$ cat config.mk
export PLATFORM = sky130hd
export DESIGN_NAME = wb_arbiter
export DESIGN_NICKNAME = d
export VERILOG_FILES = /design/src/rtl/wb_pkg.sv /design/src/rtl/wb_fifo.sv /design/src/rtl/wb_arbiter.sv
export SDC_FILE = /design/constraint.sdc
export NUM_CORES = 1
export LEC_CHECK = 0
export BUFFER_PORTS_ARGS = -buffer_cell sky130_fd_sc_hd__buf_4
export CAP_MARGIN = 20
export CELL_PAD_IN_SITES_DETAIL_PLACEMENT = 1
export CELL_PAD_IN_SITES_GLOBAL_PLACEMENT = 2
export CORE_ASPECT_RATIO = 1.1
export CORE_MARGIN = 3
export CORE_UTILIZATION = 24
export CTS_CLUSTER_SIZE = 16
export DETAILED_ROUTE_END_ITERATION = 12
export MAX_ROUTING_LAYER = met4
export PLACE_DENSITY = 0.61
export REMOVE_ABC_BUFFERS = 1
export SLEW_MARGIN = 10
export SYNTH_ARGS = -nofsm -noshare
export SYNTH_HDL_FRONTEND = slang
export SYNTH_HIERARCHICAL = 1
export SYNTH_SLANG_ARGS = --single-unit
$ cat constraint.sdc
create_clock -name clk -period 4.1 [get_ports clk]
set_clock_uncertainty 0.05 [all_clocks]
set_input_delay 0.615 -clock clk [delete_from_list [all_inputs] [get_ports clk]]
set_output_delay 0.615 -clock clk [all_outputs]
set_load 0.05 [all_outputs]
$ cat src/rtl/wb_pkg.sv
// Shared constants, the default write-back entry type and the round-robin pick
// function for the write-back arbiter.
package wb_pkg;

   localparam int REG_ADDR_W   = 5;
   localparam int XLEN_DEFAULT = 32;
   localparam int MAX_SRC      = 8;

   typedef struct packed {
      logic [REG_ADDR_W-1:0]   rd;
      logic [XLEN_DEFAULT-1:0] data;
   } wb_entry_t;

   // Search starts one past the last winner and wraps at n_src; first requester wins.
   function automatic logic [MAX_SRC-1:0] rr_pick(input logic [MAX_SRC-1:0] req,
                                                  input int ptr,
                                                  input int n_src);
      logic [MAX_SRC-1:0] gnt;
      logic [2:0]         idx;
      gnt = '0;
      for (int k = 1; k <= MAX_SRC; k++) begin
         if (k <= n_src) begin
            idx = 3'((ptr + k) % n_src);
            if (gnt == '0 && req[idx]) gnt[idx] = 1'b1;
         end
      end
      return gnt;
   endfunction

endpackage

$ cat src/rtl/wb_fifo.sv
// Per-source result FIFO: power-of-two depth, no pass-through, so a full FIFO
// stays not-ready even when it is popped in the same cycle.
module wb_fifo import wb_pkg::*; #(
   parameter int  DEPTH   = 2,
   parameter type entry_t = wb_entry_t
) (
   input  logic   clk_i,
   input  logic   rst_i,
   input  logic   push_i,
   input  entry_t push_data_i,
   input  logic   pop_i,
   output logic   full_o,
   output logic   empty_o,
   output entry_t head_o
);

   localparam int AW = $clog2(DEPTH);
   localparam logic [AW-1:0] PTR_ONE = AW'(1);
   localparam logic [AW:0]   CNT_ONE = (AW+1)'(1);
   localparam logic [AW:0]   CNT_MAX = (AW+1)'(DEPTH);

   entry_t        mem_q [DEPTH];
   logic [AW-1:0] wr_ptr_q, wr_ptr_d;
   logic [AW-1:0] rd_ptr_q, rd_ptr_d;
   logic [AW:0]   cnt_q, cnt_d;
   logic          push_ok;
   logic          pop_ok;

   assign full_o  = (cnt_q == CNT_MAX);
   assign empty_o = (cnt_q == '0);
   assign head_o  = mem_q[rd_ptr_q];
   assign push_ok = push_i & ~full_o;
   assign pop_ok  = pop_i & ~empty_o;

   always_comb begin
      wr_ptr_d = wr_ptr_q;
      rd_ptr_d = rd_ptr_q;
      cnt_d    = cnt_q;
      if (push_ok) wr_ptr_d = wr_ptr_q + PTR_ONE;
      if (pop_ok)  rd_ptr_d = rd_ptr_q + PTR_ONE;
      case ({push_ok, pop_ok})
         2'b10:   cnt_d = cnt_q + CNT_ONE;
         2'b01:   cnt_d = cnt_q - CNT_ONE;
         default: cnt_d = cnt_q;
      endcase
   end

   always_ff @(posedge clk_i or posedge rst_i) begin
      if (rst_i) begin
         wr_ptr_q <= '0;
         rd_ptr_q <= '0;
         cnt_q    <= '0;
      end else begin
         wr_ptr_q <= wr_ptr_d;
         rd_ptr_q <= rd_ptr_d;
         cnt_q    <= cnt_d;
      end
   end

   always_ff @(posedge clk_i) begin
      if (push_ok) mem_q[wr_ptr_q] <= push_data_i;
   end

endmodule

$ cat src/rtl/wb_arbiter.sv
// Write-back arbiter: per-source FIFOs, round-robin grant, registered single write port.
// Define WB_BYPASS_EN to add the combinational read-bypass ports for the dispatcher.
module wb_arbiter import wb_pkg::*; #(
   parameter int N_SRC = 4,
   parameter int DEPTH = 2,
   parameter int XLEN  = XLEN_DEFAULT
) (
   input  logic                        clk,
   input  logic                        rst,
   input  logic [N_SRC-1:0]            SRC_VALID,
   output logic [N_SRC-1:0]            SRC_READY,
   input  logic [N_SRC*REG_ADDR_W-1:0] SRC_RD,
   input  logic [N_SRC*XLEN-1:0]       SRC_DATA,
   output logic                        WB_WE,
   output logic [REG_ADDR_W-1:0]       WB_RD,
   output logic [XLEN-1:0]             WB_DATA,
   output logic [N_SRC-1:0]            WB_GRANT
`ifdef WB_BYPASS_EN
   ,
   input  logic [REG_ADDR_W-1:0]       BYP_RS1,
   input  logic [REG_ADDR_W-1:0]       BYP_RS2,
   output logic                        BYP_RS1_HIT,
   output logic                        BYP_RS2_HIT,
   output logic [XLEN-1:0]             BYP_RS1_DATA,
   output logic [XLEN-1:0]             BYP_RS2_DATA
`endif
);

   localparam int PTR_W = (N_SRC > 1) ? $clog2(N_SRC) : 1;

   typedef struct packed {
      logic [REG_ADDR_W-1:0] rd;
      logic [XLEN-1:0]       data;
   } entry_t;

   entry_t                  push_data [N_SRC];
   entry_t                  head      [N_SRC];
   entry_t                  sel;
   logic [N_SRC-1:0]        full, empty, push, pop;
   logic [MAX_SRC-1:0]      pick;
   logic                    unused_pick;
   logic [PTR_W-1:0]        ptr_q, ptr_d;
   logic                    we_q, we_d;
   logic [REG_ADDR_W-1:0]   rd_q, rd_d;
   logic [XLEN-1:0]         data_q, data_d;
   logic [N_SRC-1:0]        grant_q, grant_d;

   for (genvar g = 0; g < N_SRC; g++) begin : g_src
      assign push_data[g] = '{rd:   SRC_RD[g*REG_ADDR_W +: REG_ADDR_W],
                              data: SRC_DATA[g*XLEN +: XLEN]};
      assign push[g]      = SRC_VALID[g] & ~full[g];

      wb_fifo #(
         .DEPTH   (DEPTH),
         .entry_t (entry_t)
      ) u_fifo (
         .clk_i       (clk),
         .rst_i       (rst),
         .push_i      (push[g]),
         .push_data_i (push_data[g]),
         .pop_i       (pop[g]),
         .full_o      (full[g]),
         .empty_o     (empty[g]),
         .head_o      (head[g])
      );
   end

   // Ready is a pure function of FIFO occupancy; valid never feeds back into it.
   assign SRC_READY   = ~full;
   assign pick        = rr_pick(MAX_SRC'(~empty), int'(ptr_q), N_SRC);
   assign pop         = pick[N_SRC-1:0];
   assign unused_pick = ^pick;

   always_comb begin
      ptr_d   = ptr_q;
      we_d    = 1'b0;
      grant_d = '0;
      rd_d    = rd_q;
      data_d  = data_q;
      sel     = '0;
      for (int i = 0; i < N_SRC; i++) begin
         if (pop[i]) begin
            sel   = head[i];
            ptr_d = PTR_W'(i);
         end
      end
      if (|pop) begin
         grant_d = pop;
         rd_d    = sel.rd;
         data_d  = sel.data;
         we_d    = (sel.rd != '0);
      end
   end

   always_ff @(posedge clk or posedge rst) begin
      if (rst) begin
         ptr_q   <= PTR_W'(N_SRC - 1);
         we_q    <= 1'b0;
         rd_q    <= '0;
         data_q  <= '0;
         grant_q <= '0;
      end else begin
         ptr_q   <= ptr_d;
         we_q    <= we_d;
         rd_q    <= rd_d;
         data_q  <= data_d;
         grant_q <= grant_d;
      end
   end

   assign WB_WE    = we_q;
   assign WB_RD    = rd_q;
   assign WB_DATA  = data_q;
   assign WB_GRANT = grant_q;

`ifdef WB_BYPASS_EN
   assign BYP_RS1_HIT  = we_q && (rd_q == BYP_RS1) && (BYP_RS1 != '0);
   assign BYP_RS2_HIT  = we_q && (rd_q == BYP_RS2) && (BYP_RS2 != '0);
   assign BYP_RS1_DATA = data_q;
   assign BYP_RS2_DATA = data_q;
`endif

endmodule

After elaboration in Yosys (flattened, before gate mapping)
Memory sizes are Yosys's and may differ from the RTL's.
Cells that the tools add are included.
{"block": "word_totals", "register_bits": 60, "ramBits": 296, "memories": 4}
{"memory": "g_src[0].u_fifo.mem_q", "depth": 2, "width": 37, "rd": 1, "rd_ports_with_merged_regs": 0, "wr": 1, "line_no": "wb_fifo.sv:22", "text": "entry_t mem_q [DEPTH];"}
{"memory": "g_src[1].u_fifo.mem_q", "depth": 2, "width": 37, "rd": 1, "rd_ports_with_merged_regs": 0, "wr": 1, "line_no": "wb_fifo.sv:22"}
{"memory": "g_src[2].u_fifo.mem_q", "depth": 2, "width": 37, "rd": 1, "rd_ports_with_merged_regs": 0, "wr": 1, "line_no": "wb_fifo.sv:22"}
{"memory": "g_src[3].u_fifo.mem_q", "depth": 2, "width": 37, "rd": 1, "rd_ports_with_merged_regs": 0, "wr": 1, "line_no": "wb_fifo.sv:22"}
{"block": "classes", "add_sub_neg": 20, "n_lt_le_gt_ge": 8, "n_eq_ne": 12, "muxes": 42, "bitwise": 29, "reduce_logical": 25}
{"cell": "37-bit two-way mux", "n": 4}
{"cell": "8-bit zero test", "n": 3}
{"cell": "8-bit two-way mux", "n": 3}
{"cell": "1-bit two-way mux", "n": 17}
{"cell": "2-bit == test, second input constant", "n": 8}
{"cell": "3-bit by 4-bit < comparator with 1-bit output, second input constant", "n": 4}
{"cell": "8-bit bitwise OR", "n": 2}
{"cell": "2-bit one-hot mux with 2 select lines", "n": 4}
{"cell": "2-bit by 1-bit adder with 2-bit output, second input constant", "n": 6}
{"cell": "1-bit bitwise AND", "n": 12}
{"cell": "1-bit binary-select mux with 3-bit select", "n": 4}
{"cell": "1-bit demux with 3-bit select", "n": 4}
{"cell": "3-bit by 1-bit >= comparator with 1-bit output, second input constant", "n": 4}
{"cell": "1-bit adder, second input constant", "n": 8}
{"cell": "2-bit by 1-bit == test with 1-bit output, second input constant", "n": 4}
{"cell": "2-bit zero test", "n": 4}
{"cell": "2-bit two-way mux", "n": 4}
{"cell": "4-bit two-way mux", "n": 2}
{"cell": "1-bit NOT", "n": 8}
{"cell": "4-bit NOT with 8-bit output", "n": 1}
{"cell": "2-bit nonzero test", "n": 4}
{"cell": "2-bit OR reduction", "n": 4}
{"cell": "2-bit by 1-bit subtractor with 2-bit output, second input constant", "n": 4}
{"cell": "1-bit logical AND", "n": 7}
{"cell": "7 further kinds", "n": 11}

Logic depth before layout (Yosys ltp)
{"block": "logic_depth", "depth_word": 23, "ltp_mapped": 17, "mapped_depth_nobuf": 13}

Cells and area by module
Netlist, hierarchy kept.
{"mod": "wb_fifo", "n_inst": 4, "cells_per_inst": 134, "area_each_um2": 2952.8}
{"mod": "wb_arbiter", "n_inst": 1, "cells_per_inst": 306, "area_each_um2": 2904.0}

Worst setup path before layout
No wires, ideal clock.
{"block": "synth_timing", "kind": "register to register", "start": "register ptr_q[0]", "end": "register g_src[2].u_fifo.cnt_q[1]", "setup_ns": 0.079, "arrival_ns": 3.563, "required_ns": 3.971, "slack_ns": 0.408, "path_stages_with_launch": 16, "path_buffers": 4, "cell_sequence": "dfstp_2 buf_2 inv_1 ha_1 buf_2 mux4_2 and2_1 o31a_1 o31a_1 a41o_1 buf_6 buf_6 nor2b_2 ha_1 nor2_1 xor2_1"}
{"block": "synth_via", "elab_chain_cells": 20}
{"item": "from (decl)", "line_no": "wb_arbiter.sv:42", "text": "logic [PTR_W-1:0] ptr_q, ptr_d;"}
{"item": "from (signal assigned)", "line_no": "wb_arbiter.sv:97", "text": "ptr_q <= PTR_W'(N_SRC - 1);"}
{"item": "from (signal assigned)", "line_no": "wb_arbiter.sv:103", "text": "ptr_q <= ptr_d;"}
{"item": "2-bit by 1-bit adder with 2-bit output", "line_no": "wb_pkg.sv:23", "text": "idx = 3'((ptr + k) % n_src);"}
{"item": "2-bit OR reduction (no line)"}
{"item": "1-bit bitwise AND (no line)"}
{"item": "3-bit by 4-bit < comparator with 1-bit output (implied by the code) or 3-bit by 1-bit >= comparator with 1-bit output (tied branches)", "line_no": "wb_pkg.sv:24", "text": "if (gnt == '0 && req[idx]) gnt[idx] = 1'b1;"}
{"item": "1-bit logical AND (implied by the code)", "line_no": "wb_pkg.sv:24"}
{"item": "1-bit two-way mux (implied by the code)", "line_no": "wb_pkg.sv:24"}
{"item": "1-bit demux with 3-bit select", "line_no": "wb_pkg.sv:24"}
{"item": "8-bit two-way mux", "line_no": "wb_pkg.sv:24"}
{"item": "[... 6 more ...]"}
{"item": "8-bit zero test", "line_no": "wb_pkg.sv:24"}
{"item": "1-bit logical AND", "line_no": "wb_pkg.sv:24"}
{"item": "4-bit two-way mux *", "line_no": "wb_pkg.sv:24"}
{"item": "net pick[2]", "line_no": "wb_arbiter.sv:40", "text": "logic [MAX_SRC-1:0] pick;"}
{"item": "1-bit bitwise AND *", "line_no": "wb_fifo.sv:33", "text": "assign pop_ok = pop_i & ~empty_o;"}
{"item": "net g_src[2].u_fifo.pop_ok", "line_no": "wb_fifo.sv:27", "text": "logic pop_ok;"}
{"item": "2-bit by 1-bit == test with 1-bit output or 2-bit == test (tied branches)", "line_no": "wb_fifo.sv:41", "text": "case ({push_ok, pop_ok})"}
{"item": "2-bit one-hot mux with 2 select lines or 2-bit nonzero test (tied branches)"}
{"item": "to (signal assigned)", "line_no": "wb_fifo.sv:56", "text": "cnt_q <= cnt_d;"}
{"item": "to (decl)", "line_no": "wb_fifo.sv:25", "text": "logic [AW:0] cnt_q, cnt_d;"}
The timed path passes the listed nets; every way through them passes the cells marked *. The select of a mux whose other input is x is not followed.
A chain may end at the register's enable or synchronous reset.

Worst setup path in the final report
{"block": "layout_timing", "start": "register ptr_q[1]", "end": "register data_q[0] (netlist: WB_DATA[0])"}
{"block": "layout_via", "elab_chain_cells": 21}
{"item": "2-bit by 1-bit adder with 2-bit output", "line_no": "wb_pkg.sv:23"}
{"item": "2-bit OR reduction (no line)"}
{"item": "1-bit bitwise AND (no line)"}
{"item": "3-bit by 4-bit < comparator with 1-bit output (implied by the code) or 3-bit by 1-bit >= comparator with 1-bit output (tied branches)", "line_no": "wb_pkg.sv:24"}
{"item": "1-bit logical AND (implied by the code)", "line_no": "wb_pkg.sv:24"}
{"item": "1-bit two-way mux (implied by the code)", "line_no": "wb_pkg.sv:24"}
{"item": "1-bit demux with 3-bit select", "line_no": "wb_pkg.sv:24"}
{"item": "8-bit two-way mux", "line_no": "wb_pkg.sv:24"}
{"item": "[... 2 more ...]"}
{"item": "8-bit two-way mux", "line_no": "wb_pkg.sv:24"}
{"item": "8-bit zero test", "line_no": "wb_pkg.sv:24"}
{"item": "1-bit logical AND", "line_no": "wb_pkg.sv:24"}
{"item": "8-bit two-way mux", "line_no": "wb_pkg.sv:24"}
{"item": "8-bit zero test", "line_no": "wb_pkg.sv:24"}
{"item": "1-bit logical AND", "line_no": "wb_pkg.sv:24"}
{"item": "4-bit two-way mux *", "line_no": "wb_pkg.sv:24"}
{"item": "37-bit two-way mux (4 in series)", "line_no": "wb_arbiter.sv:82", "text": "if (pop[i]) begin"}
{"item": "to (signal assigned)", "line_no": "wb_arbiter.sv:106", "text": "data_q <= data_d;"}
{"item": "to (decl)", "line_no": "wb_arbiter.sv:45", "text": "logic [XLEN-1:0] data_q, data_d;"}
Mark *: on every way between the ends. The rest lies on a longest branch, timed or not. The select of a mux whose other input is x is not followed.

==> impl_metrics.yaml <==
route:
  drt_first_pass_iters: 4
  route.detailed.vias_per_inst: 4.30
  detailedRoute.firstIterationViolations: 486
  drt_drc_violations_left: 0
  routed_wl_um: 43300
  dr_total_vias: 8312
  post_drt_wl_per_cell_um: 22.4
  ant_nets: 0
floorplanning:
  start_util: 0.244
  fp.dieArea_um2: 64300
  fp-row-count: 94
  core_um2: 60200
  die_h_um: 266
  floorplan.die.width_um: 242
  io_pins: 200
synth:
  synthesis.yosys.warnings: 6
  synth_cell_type_count: 50
  compound_gate_portion_of_the_synthesized_area: 0.0740
  synthDominantAreaCellType: "sky130_fd_sc_hd__edfxtp_1"
  synth_ff_type: "sky130_fd_sc_hd__edfxtp_1"
  yosys.area.top_type_share: 0.604
  post_synth_inst_count: 842
  main_combinational_cell_family_by_area_after_synthesis: "multiplexers"
  syn-cell-area_um2: 14700
  synth_xor_xnor_area_share: 0.0119
  synth_top_cells_by_area: "sky130_fd_sc_hd__edfxtp_1, sky130_fd_sc_hd__dfrtp_1, sky130_fd_sc_hd__mux2_4, sky130_fd_sc_hd__mux2_2, sky130_fd_sc_hd__a221o_1"
  synth_fa_ha_area_frac: 0.00680
  synth.ff_latch_count: 356
  synth_sequential_area_ratio: 0.706
  number_of_enable_flip_flop_cells_after_synthesis: 296
  share_of_synthesized_area_spent_on_multiplexers: 0.145
  ys_async_sr_fraction: 0.169
  post_synth_and_or_nand_nor_area_fraction: 0.0310
  synthesis.area_per_instance_um2: 17.5
placement:
  detailed_place.area_um2: 17200
  placedCellCount: 1844
  numPortBuffers: 199
  detailedPlacementHpwl_um: 29600
  routabilityCongestion: 0.790
setup_path:
  worstPathRequired_ns: 4.48
  criticalPathCategory: "register to register"
  category_of_the_worst_setup_path_launch_point: "register"
  cp-end-kind: "register"
  max_fanout_on_critical_path: 17
  critical_path_arrival_ns: 4.25
clock_network:
  ctsLongestPathBuffers: 3
  root_buffer: "sky130_fd_sc_hd__clkbuf_16"
  numClockSinks: 356
  number_of_buffers_inserted_during_clock_tree_synthesis: 40
  tritoncts_clock_tree: "yes"
  worstSkewPairLatency_ns: 0.56
  cts.reportedPaths.clkPinSlew_ns: 0.06
  cts_htree_levels: 2
timing:
  timing.max_slew.rel_slack: 0.330
  setup_total_negative_slack_ns: 0
  fmaxAchievable_ghz: 0.259
  hold_slack_ns: 0.179
  timing.final.crit_share: 0.942
  setup_viol: 0
  rsz_0062_raised_after_global_routing: "false"
  finalWorstPathRequiredPeriod_ns: 3.86
  final_hold_viol_count: 0
  worst_pin_slew_ns: 1.01
  slew_violations: 0
status:
  outcome: "completed"
global_routing:
  grt_remaining_overflow: 0
  wire_length_of_the_first_global_routing_pass_um: 62600
  gr-usage-all-layers: 0.137
  antenna_found_initial: 10
  grt_start_max_net_pins: 38
  first_global_vias: 9139
final_layout:
  area_delta_synth_final_pct: 26.8
  final_area_um2: 18700
  layout-drive-gt1-share: 0.435
  num-nets-final: 1238
  stdcell_count: 1934
pwr:
  static_leakage_uw: 0.00698
  power_dens_cells_nw_per_um2: 971
  max-vdd-ir-drop_mv: 0.473
  post_layout_total_power_uw: 18100
min_path:
  hp-class: "input pin to register"
flow_run:
  drv_cap: 0
[stage by stage]
step	util	worst slack, ns
finish	0.310	0.238
global route	0.310	0.0154
CTS	0.308	0.00486
detailed placement	0.286	-0.00853
global placement	0.286	0.0566
floorplan	-	-1.61
[power by group]
| group | switching (uW) | internal [uW] |
|---|---|---|
| logic | 5150 | 3590 |
| registers | 661 | 5170 |
| clock network | 1450 | 2100 |
[metal layers]
layer / up-vias / part of all wire / global-route usage
li1: 3771 / - / -
met2: 231 / 0.49 / 0.226
met4: 0 / 0.019 / 0.0357
met3: 56 / 0.061 / 0.0326
met1: 4254 / 0.43 / 0.170
met5: - / 0 / -
[layout make-up]
cell class,count,area (um2)
antenna,10,25.0
clock buffer,66,1220
clock inverter,8,100
fill,6355,41600
inverter,18,67.6
multi-input combinational,426,4040
sequential,356,10400
tap,816,1020
timing repair buffer,234,1780
[cell usage after synthesis (2+ instances only)]
master,count
sky130_fd_sc_hd__nand2b_1,8
sky130_fd_sc_hd__a32o_1,2
sky130_fd_sc_hd__nand2_1,48
sky130_fd_sc_hd__nor2b_1,6
sky130_fd_sc_hd__a211o_1,2
sky130_fd_sc_hd__nor2b_2,4
sky130_fd_sc_hd__buf_2,15
sky130_fd_sc_hd__buf_6,16
sky130_fd_sc_hd__nor2_1,19
sky130_fd_sc_hd__o21ai_1,31
sky130_fd_sc_hd__a41o_1,2
sky130_fd_sc_hd__a221o_1,34
sky130_fd_sc_hd__mux2_4,80
sky130_fd_sc_hd__dfrtp_1,58
sky130_fd_sc_hd__o22ai_1,3
sky130_fd_sc_hd__or2_2,2
sky130_fd_sc_hd__o31a_1,2
sky130_fd_sc_hd__a21o_1,3
sky130_fd_sc_hd__and2_1,2
sky130_fd_sc_hd__inv_1,18
sky130_fd_sc_hd__a211oi_1,2
sky130_fd_sc_hd__dfstp_2,2
sky130_fd_sc_hd__xnor2_1,12
sky130_fd_sc_hd__and3_1,4
sky130_fd_sc_hd__a221oi_1,3
sky130_fd_sc_hd__edfxtp_1,296
sky130_fd_sc_hd__a22oi_1,36
sky130_fd_sc_hd__o31ai_1,3
sky130_fd_sc_hd__mux2_2,74
sky130_fd_sc_hd__clkbuf_1,10
sky130_fd_sc_hd__ha_1,8
sky130_fd_sc_hd__mux4_2,4
sky130_fd_sc_hd__a31o_2,2
sky130_fd_sc_hd__xor2_1,8
sky130_fd_sc_hd__o21ai_0,8
[critical path, stage by stage (launching register included)]
cell and delay, ns:
sky130_fd_sc_hd__dfstp_2 0.60, sky130_fd_sc_hd__inv_1 0.10, sky130_fd_sc_hd__ha_1 0.44, sky130_fd_sc_hd__mux4_2 0.44
sky130_fd_sc_hd__and2_1 0.20, sky130_fd_sc_hd__o31a_1 0.27, sky130_fd_sc_hd__o31a_1 0.39, sky130_fd_sc_hd__a41o_4 0.39
sky130_fd_sc_hd__buf_4 0.24, sky130_fd_sc_hd__a22oi_1 0.28, sky130_fd_sc_hd__o21ai_1 0.09, sky130_fd_sc_hd__a221o_1 0.26
[state kept, by name (all words and copies together) (netlist names)]
name                   cells
WB_DATA                   32
WB_RD                      5
g_src.u_fifo/mem_q       296
g_src.u_fifo/rd_ptr_q      4
g_src.u_fifo/cnt_q         8
g_src.u_fifo/wr_ptr_q      4
WB_WE                      1
WB_GRANT                   4
ptr_q                      2
[final timing paths]
check / slack [ns] / end / cells past startpoint / startpoint
max: 0.24 / WB_DATA[0] / 11 / ptr_q[1]
min: 0.18 / g_src[2].u_fifo/mem_q[1][36] / 1 / SRC_RD[14]
max reg2reg: 0.24 / WB_DATA[0] / 11 / ptr_q[1]
min reg2reg: 0.44 / g_src[1].u_fifo/cnt_q[1] / 1 / g_src[1].u_fifo/cnt_q[1]
max in group asynchronous: 2.47 / ptr_q[1] / 4 / rst
min in group asynchronous: 0.54 / g_src[2].u_fifo/cnt_q[1] / 3 / rst
[cells in the final DEF (no fill, tap or decap), types with 17 or more instances in the layout]
cell / count
sky130_fd_sc_hd__edfxtp_1: 296
sky130_fd_sc_hd__buf_4: 231
sky130_fd_sc_hd__mux2_4: 80
sky130_fd_sc_hd__mux2_2: 74
sky130_fd_sc_hd__dfrtp_1: 54
sky130_fd_sc_hd__nand2_1: 48
sky130_fd_sc_hd__clkbuf_16: 41
sky130_fd_sc_hd__a22oi_1: 35
sky130_fd_sc_hd__a221o_1: 34
sky130_fd_sc_hd__o21ai_1: 30
sky130_fd_sc_hd__inv_1: 17
[timing repair]
action                                  4_1_cts  5_1_grt
gates resized for setup                       0        4
endpoints found under the setup margin        0       35
hold buffers                                  1        0
endpoints found under the hold margin        16        0
setup buffers                                 0        5
[cell families (layout without fill, tap and decap cells)]
kind of cell,after synthesis,count (layout)
AO/OA/AOI/OAI,142,142
XOR/XNOR,20,20
adder cells (fa/ha/maj),8,8
buffers and inverters,60,326
flip-flops,356,356
multiplexers,159,159
other,0,10
AND/OR/NAND/NOR,97,97
Note: power is estimated with default switching activity, not from simulation.
